File: src/rtl/pattern_serializer_if.sv
// pattern_serializer_if: load/pattern/control inputs and serial outputs of the pattern serializer
interface pattern_serializer_if #(parameter int WIDTH = 8);
    localparam int IW = $clog2(WIDTH);
    logic load, cont, stop, in_put, bit_valid, busy, done;
    logic [WIDTH-1:0] data;
    logic [IW-1:0] bit_idx;
    modport master(output load, data, cont, stop, input in_put, bit_valid, busy, done, bit_idx);
    modport slave(input load, data, cont, stop, output in_put, bit_valid, busy, done, bit_idx);
endinterface

File: src/rtl/pattern_serializer.sv
// pattern_serializer: loads a WIDTH-bit pattern and shifts it out MSB-first, BIT_CYCLES clocks per bit
module pattern_serializer #(
    parameter int WIDTH = 8,
    parameter int BIT_CYCLES = 1
) (
    input logic clk,
    input logic reset,
    pattern_serializer_if.slave s
);
    localparam int IW = $clog2(WIDTH);
    localparam int PW = BIT_CYCLES > 1 ? $clog2(BIT_CYCLES) : 1;
    typedef enum logic [1:0] {IDLE, SHIFT, DONE} state_t;
    state_t st;
    logic [WIDTH-1:0] pat, sh;
    logic [PW-1:0] pre;
    logic wrap;
    assign wrap = pre == PW'(BIT_CYCLES - 1);
    always_ff @(posedge clk) begin
        if (reset) begin
            st <= IDLE;
            pat <= '0;
            sh <= '0;
            pre <= '0;
            s.in_put <= 1'b0;
            s.bit_valid <= 1'b0;
            s.busy <= 1'b0;
            s.done <= 1'b0;
            s.bit_idx <= '0;
        end else begin
            case (st)
                IDLE: if (s.load && !s.stop) begin
                    st <= SHIFT;
                    pat <= s.data;
                    sh <= s.data;
                    pre <= '0;
                    s.in_put <= s.data[WIDTH-1];
                    s.bit_valid <= 1'b1;
                    s.busy <= 1'b1;
                    s.bit_idx <= IW'(WIDTH - 1);
                end
                SHIFT: if (s.stop) begin
                    st <= IDLE;
                    sh <= '0;
                    pre <= '0;
                    s.in_put <= 1'b0;
                    s.bit_valid <= 1'b0;
                    s.busy <= 1'b0;
                    s.bit_idx <= '0;
                end else if (!wrap) begin
                    pre <= pre + 1'b1;
                    s.bit_valid <= 1'b0;
                end else if (s.bit_idx != '0) begin
                    pre <= '0;
                    sh <= sh << 1;
                    s.in_put <= sh[WIDTH-2];
                    s.bit_valid <= 1'b1;
                    s.bit_idx <= s.bit_idx - 1'b1;
                end else if (s.cont) begin
                    // repeat: next frame's MSB follows bit 0 with no gap
                    pre <= '0;
                    sh <= pat;
                    s.in_put <= pat[WIDTH-1];
                    s.bit_valid <= 1'b1;
                    s.bit_idx <= IW'(WIDTH - 1);
                end else begin
                    st <= DONE;
                    pre <= '0;
                    sh <= '0;
                    s.in_put <= 1'b0;
                    s.bit_valid <= 1'b0;
                    s.busy <= 1'b0;
                    s.done <= 1'b1;
                    s.bit_idx <= '0;
                end
                default: begin
                    st <= IDLE;
                    s.done <= 1'b0;
                end
            endcase
        end
    end
endmodule

File: src/flat_wrapper.sv
// flat-port wrapper written by rule: the top's interface ports become plain ports
module pattern_serializer_flat 
#(
    parameter int WIDTH = 8,
    parameter int BIT_CYCLES = 1
)
  (clk, reset, s_load, s_data, s_cont, s_stop, s_in_put, s_bit_valid, s_busy, s_done, s_bit_idx);
  pattern_serializer_if #(.WIDTH(WIDTH)) s_i ();
  input logic clk;
  input logic reset;
  input wire logic [$bits(s_i.load)-1:0] s_load;
  input wire logic [$bits(s_i.data)-1:0] s_data;
  input wire logic [$bits(s_i.cont)-1:0] s_cont;
  input wire logic [$bits(s_i.stop)-1:0] s_stop;
  output wire logic [$bits(s_i.in_put)-1:0] s_in_put;
  output wire logic [$bits(s_i.bit_valid)-1:0] s_bit_valid;
  output wire logic [$bits(s_i.busy)-1:0] s_busy;
  output wire logic [$bits(s_i.done)-1:0] s_done;
  output wire logic [$bits(s_i.bit_idx)-1:0] s_bit_idx;
  assign s_i.load = s_load;
  assign s_i.data = s_data;
  assign s_i.cont = s_cont;
  assign s_i.stop = s_stop;
  assign s_in_put = s_i.in_put;
  assign s_bit_valid = s_i.bit_valid;
  assign s_busy = s_i.busy;
  assign s_done = s_i.done;
  assign s_bit_idx = s_i.bit_idx;
  pattern_serializer #(.WIDTH(WIDTH), .BIT_CYCLES(BIT_CYCLES)) u_core (.clk(clk), .reset(reset), .s(s_i));
endmodule
File: config.mk
export PLATFORM = sky130hd
export DESIGN_NAME = pattern_serializer_flat
export DESIGN_NICKNAME = d
export VERILOG_FILES = /design/src/rtl/pattern_serializer_if.sv /design/src/rtl/pattern_serializer.sv /design/src/flat_wrapper.sv
export SDC_FILE = /design/constraint.sdc
export NUM_CORES = 1
export LEC_CHECK = 0
export CORE_MARGIN = 3
export CORE_UTILIZATION = 38
export DETAILED_ROUTE_END_ITERATION = 16
export PLACE_DENSITY = 0.66
export SYNTH_ARGS = -nofsm -noshare
export SYNTH_HDL_FRONTEND = slang
export SYNTH_SLANG_ARGS = --single-unit
File: constraint.sdc
create_clock -name clk -period 2 [get_ports clk]
set_clock_uncertainty 0.2 [all_clocks]
set_input_delay 0.3 -clock clk [delete_from_list [all_inputs] [get_ports clk]]
set_output_delay 0.3 -clock clk [all_outputs]
set_load 0.005 [all_outputs]
==> results of run 1 <==
## how the worst min path moves through the flow
stage / from / to / slack, ns / cells past startpoint
6_report: u_core.pat[2] / u_core.pat[2] / 0.27 / 2
5_1_grt: u_core.pat[1] / u_core.pat[1] / 0.30 / 2
4_1_cts: u_core.pat[7] / u_core.pat[7] / 0.27 / 2
3_5_place_dp: u_core.pat[7] / u_core.pat[7] / 0.25 / 2
3_3_place_gp: u_core.pat[1] / u_core.pat[1] / 0.25 / 2
2_1_floorplan: s_stop / u_core.st[1] / 0.18 / 1
## layout make-up
| class | count | area, µm² | area share |
|---|---|---|---|
| clock buffers | 4 | 36.3 | 0.0251 |
| inverters | 11 | 41.3 | 0.0286 |
| multi-input cells | 111 | 583 | 0.403 |
| flip-flops and latches | 24 | 480 | 0.332 |
| well taps | 31 | 38.8 | 0.0268 |
| repair buffers | 29 | 265 | 0.184 |
## Yosys cell counts
cell	n	area (µm²)
a21o_1	1	7.51
a21oi_1	31	155
a22o_1	2	17.5
a31oi_1	1	6.26
and2b_1	1	7.51
buf_1	2	7.51
buf_2	1	5.00
buf_6	4	45.0
clkbuf_1	3	11.3
dfxtp_1	24	480
ha_1	2	25.0
inv_1	11	41.3
nand2_1	34	128
nand2b_1	2	12.5
nand2b_4	1	13.8
nand4_1	1	6.26
nor2_1	16	60.1
nor2b_1	1	6.26
nor3_1	2	10.0
nor3_2	1	10.0
nor3b_1	1	7.51
nor4_1	1	6.26
o21a_1	2	15.0
o21ai_0	2	10.0
o21ai_2	1	8.76
o31a_1	7	61.3
or3_1	1	6.26
## cells by family after synthesis
logic type	count (synthesis)
AO/OA/AOI/OAI	47
adder cells (fa/ha/maj)	2
buffers and inverters	21
flip-flops	24
AND/OR/NAND/NOR	62
## state kept, by name (all words and copies together), names as in the netlist
name	flops
u_core.s.bit_idx	3
u_core.pat	8
u_core.sh	7
u_core.s.done	1
u_core.st	2
u_core.s.busy	1
u_core.s.bit_valid	1
u_core.s.in_put	1
## layer usage
| metal | vias to the layer above | share of wire |
|---|---|---|
| met4 | 0 | 0.012 |
| met3 | 4 | 0.060 |
| met5 | - | 0 |
| li1 | 563 | - |
| met2 | 31 | 0.46 |
| met1 | 513 | 0.47 |
## worst reg2reg max path, stage by stage, from the launching register on
cell and delay (ns):
dfxtp_1 0.37, inv_1 0.09, ha_1 0.18, nand2b_1 0.10, o21ai_2 0.42, a21oi_1 0.10
o31a_1 0.26
## stage by stage
stage | util | hold WS, ns
floorplan | - | 0.178
global placement | 0.493 | 0.249
detailed placement | 0.493 | 0.254
CTS | 0.506 | 0.273
global route | 0.507 | 0.295
finish | 0.507 | 0.270
## power by group
group          switching, mW  internal (mW)  leakage (nW)
Clock                  0.145          0.111        0.0210
Combinational          0.108          0.104         0.319
Sequential            0.0192          0.511         0.197
==> results.ini, run 1 <==
[setup_path]
cp-start-kind = register
cpPeakStageDelay_ns = 0.42
crit_chain = inv_1 > ha_1 > nand2b_1 > o21ai_2 > a21oi_1 > o31a_1
critPathRequiredTime_ns = 2.01
path_max_fanout = 12
crit_cells = 6
arrival_ns = 1.84
r2r-start = u_core.s.bit_idx[0]
crit_path_end_kind = register
path_delay_family = compound AO/OA/AOI/OAI gates
critPathKind = reg -> reg
startpoint = u_core.s.bit_idx[0]
r2r_setup_slack_ns = 0.17
crit_path_end = u_core.sh[6]
reg2reg_to = u_core.sh[6]
cp.buffers_inverters = 1
slowest_stage = o21ai_2
reg2reg_depth = 6

[drt]
dr.first_iter.drc_count = 49
ant_nets = 0
wl_um = 2740
firstDrtPassIters = 4
post_drt_wl_per_cell_um = 13.0
drc_errors = 0
viasPerCell = 5.29
dr_total_vias = 1111

[placed_design]
dp.cells = 206
gp_congestion = 0.823
pre_cts_ws_ns = -0.0162
placed_area_mm2 = 0.00141
portBuffers = 19
hpwl_um = 1970

[run]
cap_violations = 0

[sta]
finalMaxSlewViolations = 0
fmax_mhz = 547
setup_slack_ns = 0.170
setup_viol = 0
fin_tns_setup_ns = 0
tightestPinTransition_ns = 0.502
period_minus_slack_ns = 1.83
finalCritPeriodShare = 0.915
final_hold_viol_count = 0
slew_headroom = 0.665
rsz0062_at_grt = false

[clock_tree]
cts.path.max_buffers = 2
post_cts_buffers = 0
holdBufCountCts = 0
clock-sinks = 24
cts_resized = 0
cts.htree.levels = 1
cts_tree = built
root_buffer = clkbuf_4
cts_inserted_buffers = 3
clkLatencyLatePin_ns = 0.31
clkTransAtPathRegs_ns = 0.13

[floorplanning]
die_y_um = 61.5
fp.coreArea_mm2 = 0.00285
ios = 20
die_area_mm2 = 0.00378
die_x_um = 61.5
rows = 19
initial_utilization = 0.411

[pwr]
p_leak_nw = 0.537
peakVddDrop_v = 0.000404
power_density_mw_per_mm2 = 691
total_power_mw = 0.998

[final_layout]
final_nets = 195
final_area_mm2 = 0.00145
diodes = 0
final_common_cell = nand2_1
fin_cells = 210
area_growth_pct = 23.4
fillCellCount = 290
drive_gt1_frac = 0.101
final_cell_mix = nand2_1, a21oi_1, dfxtp_1

[global_route]
antenna_found_initial = 0
met3_usage = 0.0273
grt-ovfl-total = 0
grt_util_met1 = 0.226
grt_max_degree = 25
grt_first_pass_wirelength_um = 4730
grt_pass1_vias = 1082
grtUsageTotal = 0.166
use_met2 = 0.259
busiest_layer = met2

[logic_synthesis]
synth_top_family_by_area = compound AO/OA/AOI/OAI gates
yosysSeqAreaShare = 0.410
syn_avg_cell_area_um2 = 7.51
synth_cell_type_count = 27
synth_xor_xnor_area_share = 0
synth_adder_area_share = 0.0214
ys_seq_elements = 24
syn_inst = 156
yosysWarningCount = 0
synth-compound-area-share = 0.240
synth_nets = 171
synth_area_mm2 = 0.00117
synth-simple-area-share = 0.234
synth.area.mux_share = 0

[hold_path]
hold_class = reg -> reg

[status]
status = finished, final reports clean

Note: power is estimated with default switching activity, not from simulation.
==> inputs of run 2 (changes only) <==
--- a/config.mk
+++ b/config.mk
@@ -5,7 +5,6 @@
 export SDC_FILE = /design/constraint.sdc
 export NUM_CORES = 1
 export LEC_CHECK = 0
-export CORE_MARGIN = 3
 export CORE_UTILIZATION = 38
 export DETAILED_ROUTE_END_ITERATION = 16
 export PLACE_DENSITY = 0.66
==> results.ini, run 2 (same netlist as run 1, synthesis figures left out) <==
[drt]
viasPerCell = 5.30
ant_nets = 0
drc_errors = 3
wl_um = 2750
firstDrtPassIters = 10
post_drt_wl_per_cell_um = 13.0
dr.first_iter.drc_count = 35
dr_total_vias = 1124

[setup_path]
startpoint = u_core.s.bit_idx[2]
reg2reg_to = u_core.s.in_put
path_max_fanout = 6
crit_path_end = s_bit_idx[2]
cpPeakStageDelay_ns = 0.53
crit_path_end_kind = output pin
critPathRequiredTime_ns = 1.50
cp.buffers_inverters = 1
crit_cells = 1
r2r-start = u_core.s.bit_idx[0]
r2r_setup_slack_ns = 0.27
crit_chain = clkdlybuf4s50_1
cp-start-kind = register
arrival_ns = 1.28
critPathKind = reg -> out
slowest_stage = clkdlybuf4s50_1
reg2reg_depth = 7
path_delay_family = buffers and inverters

[global_route]
busiest_layer = met2
grt-ovfl-total = 0
grtUsageTotal = 0.177
use_met2 = 0.307
met3_usage = 0.0363
grt_max_degree = 25
grt_pass1_vias = 1048
grt_first_pass_wirelength_um = 4550
antenna_found_initial = 0
grt_util_met1 = 0.216

[sta]
rsz0062_at_grt = false
tightestPinTransition_ns = 0.427
final_hold_viol_count = 0
slew_headroom = 0.714
fin_tns_setup_ns = 0
finalCritPeriodShare = 0.891
period_minus_slack_ns = 1.78
fmax_mhz = 561
finalMaxSlewViolations = 0
setup_viol = 0

[final_layout]
final_cell_mix = nand2_1, a21oi_1, dfxtp_1
fillCellCount = 279
final_nets = 198
final_area_mm2 = 0.00145
largest_reg_flops = 8
top_register = u_core.pat
drive_gt1_frac = 0.110
final_common_cell = nand2_1
area_growth_pct = 24.1
diodes = 0
final_util = 0.514
largestRegisters = u_core.pat x8, u_core.sh x7, u_core.s.bit_idx x3

[pwr]
total_power_mw = 0.959
p_leak_nw = 0.543
switching_share = 0.281
power_density_mw_per_mm2 = 660
peakVddDrop_v = 0.000391
clockPowerShare = 0.216
power.switching_mw = 0.269
p_comb_frac = 0.231
internal-power_mw = 0.690
seqPwrFrac = 0.554

[placed_design]
placed_area_mm2 = 0.00143
portBuffers = 19
gp_congestion = 0.777
hpwl_um = 1990

[clock_tree]
clkLatencyLatePin_ns = 0.30
cts.path.max_buffers = 2
root_buffer = clkbuf_4
cts_resized = 0
post_cts_buffers = 0
cts_inserted_buffers = 3
clock-sinks = 24
clkTransAtPathRegs_ns = 0.13
cts.htree.levels = 1
holdBufCountCts = 0
cts_tree = built

[floorplanning]
fp.coreArea_mm2 = 0.00283
die_y_um = 57.5
die_area_mm2 = 0.00331
ios = 20
rows = 19
initial_utilization = 0.414
die_x_um = 57.5

[status]
violations = design-rule violations
status = finished with violations

[hold_path]
hold_depth = 2
hold_class = reg -> reg

[run]
cap_violations = 0

==> run 2: changes by cell type in the layout (fill, tap and decap cells not counted), sizes merged <==
cell	delta
clkbuf	-1
buf	+3
==> run 2: layer usage <==
layer / vias to the layer above / wire [µm]
met1: 528 / 1300
met3: 4 / 121
met4: 0 / 38
met5: - / 0
li1: 569 / -
met2: 23 / 1290
==> run 2: cell type report <==
type	instances	area, µm²	area share
clock buffer	3	22.5	0.0155
inverter	11	41.3	0.0284
timing repair buffer	32	288	0.198
tap	31	38.8	0.0267
sequential	24	480	0.330
multi-input combinational	111	583	0.401
==> run 2: worst min path at each step <==
stage | start | to | slack [ns]
6_report | u_core.pat[1] | u_core.pat[1] | 0.27
3_3_place_gp | u_core.pat[1] | u_core.pat[1] | 0.24
2_1_floorplan | s_stop | u_core.st[1] | 0.18
3_5_place_dp | u_core.pat[1] | u_core.pat[1] | 0.25
5_1_grt | u_core.pat[4] | u_core.pat[4] | 0.29
4_1_cts | u_core.pat[1] | u_core.pat[1] | 0.27
==> run 2: power by group through the flow <==
stage	Combinational [mW]	Clock (mW)	Sequential (mW)
after floorplan	0.130	0	0.538
after global placement	0.214	0	0.540
after detailed placement	0.218	0	0.541
after CTS	0.219	0.214	0.530
after global routing	0.243	0.235	0.535
final	0.221	0.207	0.531
==> run 2: per-stage QoR <==
stage | hold WS (ns) | setup slack (ns) | instances
floorplan | 0.178 | 0.374 | 156
global placement | 0.244 | 0.0333 | 209
detailed placement | 0.249 | -0.0407 | 209
CTS | 0.267 | 0.0716 | 212
global route | 0.291 | 0.136 | 212
finish | 0.266 | 0.217 | 212
